## src/rtl/ni_target_response_router_pkg.sv

```systemverilog
// Shared types and constants for the target-side NI response router.
// Holds the default geometry, the header FSM state type and the return route
// table entries (same 7-bit path / 4-bit node encoding as the initiator-side LUT).
package ni_target_response_router_pkg;

    localparam int unsigned DEPTH_DEF  = 4;
    localparam int unsigned TID_W_DEF  = 4;
    localparam int unsigned PATH_W_DEF = 7;
    localparam int unsigned NODE_W_DEF = 4;

    // Return route table for this topology: first hop in LSBs, last hop in MSBs.
    localparam logic [6:0] ROUTE_PATH_ID0 = 7'b0000000;
    localparam logic [6:0] ROUTE_PATH_ID1 = 7'b0000001;
    localparam logic [6:0] ROUTE_PATH_ID2 = 7'b0000010;
    localparam logic [6:0] ROUTE_PATH_ID3 = 7'b0000011;

    typedef enum logic {
        HDR_EMPTY = 1'b0,
        HDR_FULL  = 1'b1
    } hdr_state_e;

endpackage

```

## src/rtl/ni_target_response_router_if.sv

```systemverilog
// Bus bundle between the NI depacketizer / target core / packetizer and the router.
// slave : router side (consumes req/rsp, produces hdr and status)
// master: environment side
interface ni_target_response_router_if
    import ni_target_response_router_pkg::*;
#(
    parameter int unsigned DEPTH  = DEPTH_DEF,
    parameter int unsigned TID_W  = TID_W_DEF,
    parameter int unsigned PATH_W = PATH_W_DEF,
    parameter int unsigned NODE_W = NODE_W_DEF
);
    localparam int unsigned CNT_W = $clog2(DEPTH) + 1;

    logic              req_valid;
    logic              req_ready;
    logic [NODE_W-1:0] req_src_id;
    logic [TID_W-1:0]  req_tid;
    logic              rsp_valid;
    logic              rsp_ready;
    logic              rsp_err;
    logic              hdr_valid;
    logic              hdr_ready;
    logic [PATH_W-1:0] hdr_path;
    logic [NODE_W-1:0] hdr_dst_id;
    logic [TID_W-1:0]  hdr_tid;
    logic              hdr_err;
    logic [CNT_W-1:0]  outstanding;
    logic              decode_err;

    modport slave (
        input  req_valid, req_src_id, req_tid, rsp_valid, rsp_err, hdr_ready,
        output req_ready, rsp_ready, hdr_valid, hdr_path, hdr_dst_id, hdr_tid,
               hdr_err, outstanding, decode_err
    );

    modport master (
        output req_valid, req_src_id, req_tid, rsp_valid, rsp_err, hdr_ready,
        input  req_ready, rsp_ready, hdr_valid, hdr_path, hdr_dst_id, hdr_tid,
               hdr_err, outstanding, decode_err
    );

endinterface

```

## src/rtl/ni_target_response_router_lut.sv

```systemverilog
// Combinational source-ID -> return-path lookup (routing_target_response_lut).
// Ports: src_id in; path_c out (route, zero on miss); failed_decoding_c out (ID not in table).
module ni_target_response_router_lut
    import ni_target_response_router_pkg::*;
#(
    parameter int unsigned PATH_W = PATH_W_DEF,
    parameter int unsigned NODE_W = NODE_W_DEF
) (
    input  logic [NODE_W-1:0] src_id,
    output logic [PATH_W-1:0] path_c,
    output logic              failed_decoding_c
);

    always_comb begin
        path_c            = '0;
        failed_decoding_c = 1'b1;
        case (src_id)
            NODE_W'(0): begin path_c = PATH_W'(ROUTE_PATH_ID0); failed_decoding_c = 1'b0; end
            NODE_W'(1): begin path_c = PATH_W'(ROUTE_PATH_ID1); failed_decoding_c = 1'b0; end
            NODE_W'(2): begin path_c = PATH_W'(ROUTE_PATH_ID2); failed_decoding_c = 1'b0; end
            NODE_W'(3): begin path_c = PATH_W'(ROUTE_PATH_ID3); failed_decoding_c = 1'b0; end
            default:    ;
        endcase
    end

endmodule

```

## src/rtl/ni_target_response_router.sv

```systemverilog
// Target-side NI response router: records (src_id, tid) of each accepted request
// in an in-order FIFO, and on each target response pops the oldest entry, maps
// the source ID to a return path and presents a registered header to the packetizer.
// Ports: clk, rst_n (async active-low); bus (slave modport) carries the request,
// response and header handshakes plus outstanding occupancy and decode_err pulse.
module ni_target_response_router
    import ni_target_response_router_pkg::*;
#(
    parameter int unsigned DEPTH  = DEPTH_DEF,
    parameter int unsigned TID_W  = TID_W_DEF,
    parameter int unsigned PATH_W = PATH_W_DEF,
    parameter int unsigned NODE_W = NODE_W_DEF
) (
    input  logic                          clk,
    input  logic                          rst_n,
    ni_target_response_router_if.slave    bus
);

    localparam int unsigned PTR_W = $clog2(DEPTH);
    localparam int unsigned CNT_W = PTR_W + 1;

    logic [NODE_W-1:0] src_mem_q [DEPTH];
    logic [TID_W-1:0]  tid_mem_q [DEPTH];

    logic [PTR_W-1:0]  wr_ptr_q, wr_ptr_d;
    logic [PTR_W-1:0]  rd_ptr_q, rd_ptr_d;
    logic [CNT_W-1:0]  cnt_q, cnt_d;
    hdr_state_e        state_q, state_d;
    logic [PATH_W-1:0] hdr_path_q, hdr_path_d;
    logic [NODE_W-1:0] hdr_dst_id_q, hdr_dst_id_d;
    logic [TID_W-1:0]  hdr_tid_q, hdr_tid_d;
    logic              hdr_err_q, hdr_err_d;
    logic              decode_err_q, decode_err_d;

    logic              req_ready_c, rsp_ready_c, push_c, pop_c;
    logic [PATH_W-1:0] head_path_c;
    logic              head_miss_c;

    // Handshakes: a response may only pop when the header slot is free or draining.
    assign req_ready_c = (cnt_q != CNT_W'(DEPTH));
    assign rsp_ready_c = (cnt_q != '0) && ((state_q == HDR_EMPTY) || bus.hdr_ready);
    assign push_c      = bus.req_valid && req_ready_c;
    assign pop_c       = bus.rsp_valid && rsp_ready_c;

    // Route lookup on the FIFO head.
    ni_target_response_router_lut #(
        .PATH_W (PATH_W),
        .NODE_W (NODE_W)
    ) u_lut (
        .src_id            (src_mem_q[rd_ptr_q]),
        .path_c            (head_path_c),
        .failed_decoding_c (head_miss_c)
    );

    // FIFO storage; validity is tracked by the pointers, so no reset needed.
    always_ff @(posedge clk) begin
        if (push_c) begin
            src_mem_q[wr_ptr_q] <= bus.req_src_id;
            tid_mem_q[wr_ptr_q] <= bus.req_tid;
        end
    end

    // Pointer and occupancy next-state; pointers wrap naturally (DEPTH is a power of 2).
    always_comb begin
        wr_ptr_d = wr_ptr_q;
        rd_ptr_d = rd_ptr_q;
        if (push_c) wr_ptr_d = wr_ptr_q + PTR_W'(1);
        if (pop_c)  rd_ptr_d = rd_ptr_q + PTR_W'(1);
        cnt_d = cnt_q + CNT_W'(push_c) - CNT_W'(pop_c);
    end

    // Header FSM: a decode miss drops the entry without touching the header register.
    always_comb begin
        state_d      = state_q;
        hdr_path_d   = hdr_path_q;
        hdr_dst_id_d = hdr_dst_id_q;
        hdr_tid_d    = hdr_tid_q;
        hdr_err_d    = hdr_err_q;
        decode_err_d = pop_c && head_miss_c;

        case (state_q)
            HDR_EMPTY: if (pop_c && !head_miss_c) state_d = HDR_FULL;
            HDR_FULL: begin
                if (bus.hdr_ready) begin
                    state_d = (pop_c && !head_miss_c) ? HDR_FULL : HDR_EMPTY;
                end
            end
            default: state_d = HDR_EMPTY;
        endcase

        if (pop_c && !head_miss_c) begin
            hdr_path_d   = head_path_c;
            hdr_dst_id_d = src_mem_q[rd_ptr_q];
            hdr_tid_d    = tid_mem_q[rd_ptr_q];
            hdr_err_d    = bus.rsp_err;
        end
    end

    always_ff @(posedge clk or negedge rst_n) begin
        if (!rst_n) begin
            wr_ptr_q     <= '0;
            rd_ptr_q     <= '0;
            cnt_q        <= '0;
            state_q      <= HDR_EMPTY;
            hdr_path_q   <= '0;
            hdr_dst_id_q <= '0;
            hdr_tid_q    <= '0;
            hdr_err_q    <= 1'b0;
            decode_err_q <= 1'b0;
        end else begin
            wr_ptr_q     <= wr_ptr_d;
            rd_ptr_q     <= rd_ptr_d;
            cnt_q        <= cnt_d;
            state_q      <= state_d;
            hdr_path_q   <= hdr_path_d;
            hdr_dst_id_q <= hdr_dst_id_d;
            hdr_tid_q    <= hdr_tid_d;
            hdr_err_q    <= hdr_err_d;
            decode_err_q <= decode_err_d;
        end
    end

    assign bus.req_ready   = req_ready_c;
    assign bus.rsp_ready   = rsp_ready_c;
    assign bus.hdr_valid   = (state_q == HDR_FULL);
    assign bus.hdr_path    = hdr_path_q;
    assign bus.hdr_dst_id  = hdr_dst_id_q;
    assign bus.hdr_tid     = hdr_tid_q;
    assign bus.hdr_err     = hdr_err_q;
    assign bus.outstanding = cnt_q;
    assign bus.decode_err  = decode_err_q;

endmodule

```

## src/flat_wrapper.sv

```systemverilog
// flat-port wrapper written by rule: the top's interface ports become plain ports
module ni_target_response_router_flat import ni_target_response_router_pkg::*;
#(
    parameter int unsigned DEPTH  = DEPTH_DEF,
    parameter int unsigned TID_W  = TID_W_DEF,
    parameter int unsigned PATH_W = PATH_W_DEF,
    parameter int unsigned NODE_W = NODE_W_DEF
)
  (clk, rst_n, bus_req_valid, bus_req_src_id, bus_req_tid, bus_rsp_valid, bus_rsp_err, bus_hdr_ready, bus_req_ready, bus_rsp_ready, bus_hdr_valid, bus_hdr_path, bus_hdr_dst_id, bus_hdr_tid, bus_hdr_err, bus_outstanding, bus_decode_err);
  ni_target_response_router_if #(.DEPTH(DEPTH), .TID_W(TID_W), .PATH_W(PATH_W), .NODE_W(NODE_W)) bus_i ();
  input  logic clk;
  input  logic rst_n;
  input wire logic [$bits(bus_i.req_valid)-1:0] bus_req_valid;
  input wire logic [$bits(bus_i.req_src_id)-1:0] bus_req_src_id;
  input wire logic [$bits(bus_i.req_tid)-1:0] bus_req_tid;
  input wire logic [$bits(bus_i.rsp_valid)-1:0] bus_rsp_valid;
  input wire logic [$bits(bus_i.rsp_err)-1:0] bus_rsp_err;
  input wire logic [$bits(bus_i.hdr_ready)-1:0] bus_hdr_ready;
  output wire logic [$bits(bus_i.req_ready)-1:0] bus_req_ready;
  output wire logic [$bits(bus_i.rsp_ready)-1:0] bus_rsp_ready;
  output wire logic [$bits(bus_i.hdr_valid)-1:0] bus_hdr_valid;
  output wire logic [$bits(bus_i.hdr_path)-1:0] bus_hdr_path;
  output wire logic [$bits(bus_i.hdr_dst_id)-1:0] bus_hdr_dst_id;
  output wire logic [$bits(bus_i.hdr_tid)-1:0] bus_hdr_tid;
  output wire logic [$bits(bus_i.hdr_err)-1:0] bus_hdr_err;
  output wire logic [$bits(bus_i.outstanding)-1:0] bus_outstanding;
  output wire logic [$bits(bus_i.decode_err)-1:0] bus_decode_err;
  assign bus_i.req_valid = bus_req_valid;
  assign bus_i.req_src_id = bus_req_src_id;
  assign bus_i.req_tid = bus_req_tid;
  assign bus_i.rsp_valid = bus_rsp_valid;
  assign bus_i.rsp_err = bus_rsp_err;
  assign bus_i.hdr_ready = bus_hdr_ready;
  assign bus_req_ready = bus_i.req_ready;
  assign bus_rsp_ready = bus_i.rsp_ready;
  assign bus_hdr_valid = bus_i.hdr_valid;
  assign bus_hdr_path = bus_i.hdr_path;
  assign bus_hdr_dst_id = bus_i.hdr_dst_id;
  assign bus_hdr_tid = bus_i.hdr_tid;
  assign bus_hdr_err = bus_i.hdr_err;
  assign bus_outstanding = bus_i.outstanding;
  assign bus_decode_err = bus_i.decode_err;
  ni_target_response_router #(.DEPTH(DEPTH), .TID_W(TID_W), .PATH_W(PATH_W), .NODE_W(NODE_W)) u_core (.clk(clk), .rst_n(rst_n), .bus(bus_i));
endmodule
```

## config.mk

```make
export PLATFORM = sky130hd
export DESIGN_NAME = ni_target_response_router_flat
export DESIGN_NICKNAME = d
export VERILOG_FILES = /design/src/rtl/ni_target_response_router_pkg.sv /design/src/rtl/ni_target_response_router_if.sv /design/src/rtl/ni_target_response_router_lut.sv /design/src/rtl/ni_target_response_router.sv /design/src/flat_wrapper.sv
export SDC_FILE = /design/constraint.sdc
export NUM_CORES = 1
export LEC_CHECK = 0
export CAP_MARGIN = 10
export CORE_MARGIN = 3
export CORE_UTILIZATION = 32
export DETAILED_ROUTE_END_ITERATION = 6
export GPL_TIMING_DRIVEN = 0
export PLACE_DENSITY = 0.57
export SETUP_SLACK_MARGIN = 0.2
export SYNTH_ARGS = -nofsm -noshare
export SYNTH_HDL_FRONTEND = slang
export SYNTH_SLANG_ARGS = --single-unit
```

## constraint.sdc

```tcl
create_clock -name clk -period 3.8 [get_ports clk]
set_clock_uncertainty 0.1 [all_clocks]
set_input_delay 0.76 -clock clk [delete_from_list [all_inputs] [get_ports clk]]
set_output_delay 0.76 -clock clk [all_outputs]
set_load 0.02 [all_outputs]
```

==> flow_metrics.py <==
metrics = {
    "cells_and_area": {
        "post_route_cells_drive_above_1_share_pct": 17.9,
        "fillers": 600,
        "insertedDiodeCount": 0,
        "finish.net_count": 182,
        "area_delta_synth_final_pct": 22.9,
    },
    "power_and_ir_drop": {
        "p_leak_nw": 1.08,
        "power.density_mw_per_mm2": 744,
        "ir_drop_v": 0.000396,
    },
    "synth": {
        "post_synthesis_area_per_instance_sq_um": 18.6,
        "post_synth_inst_count": 119,
        "yosys_warnings": 0,
        "synth-adder-area-share_pct": 4.30,
        "synth-xor-area-share_pct": 1.98,
        "compound_gate_fraction_of_synth_area_pct": 2.94,
        "ys_seq_area_share_pct": 66.1,
        "postSynthRegisterBits": 52,
        "post_synth_mux_area_share_pct": 10.7,
        "synthesis.area_sq_mm": 0.00221,
        "netlist-cell-type-count": 28,
        "main_combinational_cell_family_by_area_after_synthesis": "multiplexers",
        "post_synth_and_or_nand_nor_area_fraction_pct": 9.85,
    },
    "routing": {
        "met2_length_um": 1770,
        "route.final.wire_length_um": 3610,
        "via_per_inst": 4.49,
        "antenna_violating_nets_post_route": 0,
        "drcViolationCount": 0,
        "vias": 1073,
        "met3WireLength_um": 168,
        "dr.pass1.iters": 4,
        "drt-wirelength-per-cell_um": 15.1,
        "drt_first_iter_violations": 56,
        "top_layer": "met4",
        "met1Wirelength_um": 1610,
    },
    "clocking": {
        "h-tree-depth": 2,
        "cts_root_buffer": "sky130_fd_sc_hd__clkbuf_8",
        "post_cts.repair.setup_buffers": 0,
        "clock_tree.buffer_depth": 2,
        "clkSlewWorstSetupHoldPaths_ps": 90,
        "insertion_delay_ps": 300,
        "post_cts_hold_fix_bufs": 0,
        "number_of_buffers_created_by_cts": 5,
        "post_cts.resized_instances": 0,
        "tritoncts": "yes",
        "tritoncts_num_sinks": 52,
    },
    "outcome": {
        "status": "finished clean",
    },
    "floorplan": {
        "area_inside_the_core_boundary_sq_mm": 0.00653,
        "die-area_sq_mm": 0.00794,
        "ioPinCount": 37,
        "die_x_um": 89.1,
        "start_util_pct": 33.8,
        "core.rowCount": 29,
        "die_h_um": 89.1,
    },
    "critical_path": {
        "critPathKind": "in -> out",
        "setup.worst_path.start_class": "input port",
        "worst_ep_arrival_time_ps": 2160,
        "required_ps": 2940,
        "critPathMaxFanout": 3,
        "critPathCaptureType": "output pin",
    },
    "global_route": {
        "grt_pass1_vias": 1154,
        "grt_max_degree": 21,
        "grt.total_usage_pct": 10.0,
        "grt_first_pass_wirelength_um": 5750,
        "initial_antenna_violation_count": 0,
        "remaining_global_route_overflow": 0,
    },
    "place": {
        "port_buffers": 31,
        "hpwl_um": 2600,
        "place_congestion": 0.743,
    },
    "timing": {
        "timing.fmax_ghz": 0.331,
        "final-max-slew-violation-count": 0,
        "hold_violations": 0,
        "setup_total_negative_slack_ps": 0,
        "relSlewSlack_pct": 32.6,
        "hold_ws_ps": 389,
        "final.min_clock_period_ps": 3020,
        "min_period_over_period_pct": 79.4,
        "setup_viol": 0,
        "timing_worst_slew_pin_value_ps": 1010,
        "grt_setup_unrepaired": "no",
    },
    "worst_hold_path": {
        "hold_path.class": "reg -> reg",
    },
    "flow_run": {
        "max_cap_viol_count": 0,
    },
}
## cells in the mapped netlist
cell type | count | area [sq um]
sky130_fd_sc_hd__xnor2_1 | 5 | 43.8
sky130_fd_sc_hd__mux2_4 | 5 | 75.1
sky130_fd_sc_hd__conb_1 | 1 | 3.75
sky130_fd_sc_hd__nor2_4 | 1 | 11.3
sky130_fd_sc_hd__buf_6 | 2 | 22.5
sky130_fd_sc_hd__mux4_1 | 4 | 105
sky130_fd_sc_hd__o31a_1 | 1 | 8.76
sky130_fd_sc_hd__and2_0 | 1 | 6.26
sky130_fd_sc_hd__mux4_2 | 2 | 45.0
sky130_fd_sc_hd__nor3b_1 | 2 | 15.0
sky130_fd_sc_hd__nor4b_4 | 2 | 47.6
sky130_fd_sc_hd__and2_1 | 3 | 18.8
sky130_fd_sc_hd__fa_1 | 1 | 20.0
sky130_fd_sc_hd__nand2b_1 | 1 | 6.26
sky130_fd_sc_hd__edfxtp_1 | 32 | 961
sky130_fd_sc_hd__buf_4 | 5 | 37.5
sky130_fd_sc_hd__a21o_1 | 4 | 30.0
sky130_fd_sc_hd__nand2_1 | 3 | 11.3
sky130_fd_sc_hd__nor2_1 | 1 | 3.75
sky130_fd_sc_hd__nand2b_4 | 1 | 13.8
sky130_fd_sc_hd__dfrtp_1 | 20 | 500
sky130_fd_sc_hd__o311ai_4 | 1 | 26.3
sky130_fd_sc_hd__inv_1 | 7 | 26.3
sky130_fd_sc_hd__ha_1 | 6 | 75.1
sky130_fd_sc_hd__nor4_4 | 2 | 42.5
sky130_fd_sc_hd__mux2_2 | 1 | 11.3
sky130_fd_sc_hd__nor4bb_2 | 1 | 16.3
sky130_fd_sc_hd__and3_1 | 4 | 25.0
## where the power goes
| group | internal, W | leakage, nW | switching [W] |
|---|---|---|---|
| clock | 0.000132 | 0.0424 | 0.000169 |
| sequential | 0.000778 | 0.538 | 0.000102 |
| combinational | 0.000439 | 0.501 | 0.000402 |
## final timing paths
check | start | to | slack [ps] | depth (start not counted)
setup / recovery | bus_hdr_ready | bus_rsp_ready | 780 | 4
hold / removal | u_core.bus.hdr_dst_id[2] | u_core.bus.hdr_dst_id[2] | 390 | 1
setup reg to reg | u_core.bus.outstanding[1] | u_core.bus.outstanding[2] | 1230 | 9
hold reg to reg | u_core.bus.hdr_dst_id[2] | u_core.bus.hdr_dst_id[2] | 390 | 1
max in group asynchronous | rst_n | u_core.rd_ptr_q[1] | 2080 | 1
min in group asynchronous | rst_n | u_core.bus.outstanding[0] | 910 | 1
## through the flow
stage	utilization (%)	area [sq um]	worst slack, ps	power (W)	instances
6_report	41.6	2720	781	0.00202	239
5_1_grt	41.6	2720	722	0.00215	239
4_1_cts	41.6	2720	765	0.00205	239
3_5_place_dp	40.3	2630	623	0.00175	231
3_3_place_gp	40.3	2630	667	0.00173	231
2_1_floorplan	-	2220	1200	0.00145	123
## sequential cells by signal (all words and copies together) (netlist names)
signal	flops
u_core.bus.decode_err	1
u_core.bus.hdr_dst_id	4
u_core.bus.hdr_err	1
u_core.bus.hdr_path	2
u_core.bus.hdr_tid	4
u_core.bus.hdr_valid	1
u_core.bus.outstanding	3
u_core.rd_ptr_q	2
u_core.src_mem_q	16
u_core.tid_mem_q	16
u_core.wr_ptr_q	2
## per-layer routing
metal,vias up,track usage [%]
met5,-,0
met4,0,4.06
met3,5,3.13
met2,28,16.3
met1,528,12.3
li1,512,-
## area by class of cell
class	instances	area, sq um	share of cell area, %
multi-input combinational	57	677	24.9
inverter	7	26.3	0.967
timing repair buffer	31	310	11.4
clock buffer	7	76.3	2.81
clock inverter	1	8.76	0.322
sequential	52	1460	53.8
buffer	7	60.1	2.21
tap	77	96.3	3.55
## placed cells by master, fill, tap and decap left out, types with 3 or more instances in the layout
master / instances
sky130_fd_sc_hd__xnor2_1: 5
sky130_fd_sc_hd__and2_1: 3
sky130_fd_sc_hd__clkbuf_8: 5
sky130_fd_sc_hd__a21o_1: 4
sky130_fd_sc_hd__clkdlybuf4s50_1: 31
sky130_fd_sc_hd__inv_1: 7
sky130_fd_sc_hd__conb_1: 5
sky130_fd_sc_hd__and3_1: 4
sky130_fd_sc_hd__mux2_4: 5
sky130_fd_sc_hd__mux4_1: 4
sky130_fd_sc_hd__ha_1: 6
sky130_fd_sc_hd__nand2_1: 3
sky130_fd_sc_hd__dfrtp_1: 20
sky130_fd_sc_hd__buf_4: 5
sky130_fd_sc_hd__edfxtp_1: 32
## worst max-delay path, cell delays in order
cell,delay (ps)
sky130_fd_sc_hd__clkdlybuf4s50_1,450
sky130_fd_sc_hd__nand2b_1,190
sky130_fd_sc_hd__o31a_1,160
sky130_fd_sc_hd__clkdlybuf4s50_1,600
## cell families (layout without fill, tap and decap cells)
group           Yosys count  count (layout)
simple gates             22              22
xor+xnor                  5               5
flops                    52              52
buf+inv                  14              53
compound gates            6               6
other cells               1               5
fa+ha+maj                 7               7
mux                      12              12
No activity file was read; power rests on OpenSTA's default activity.
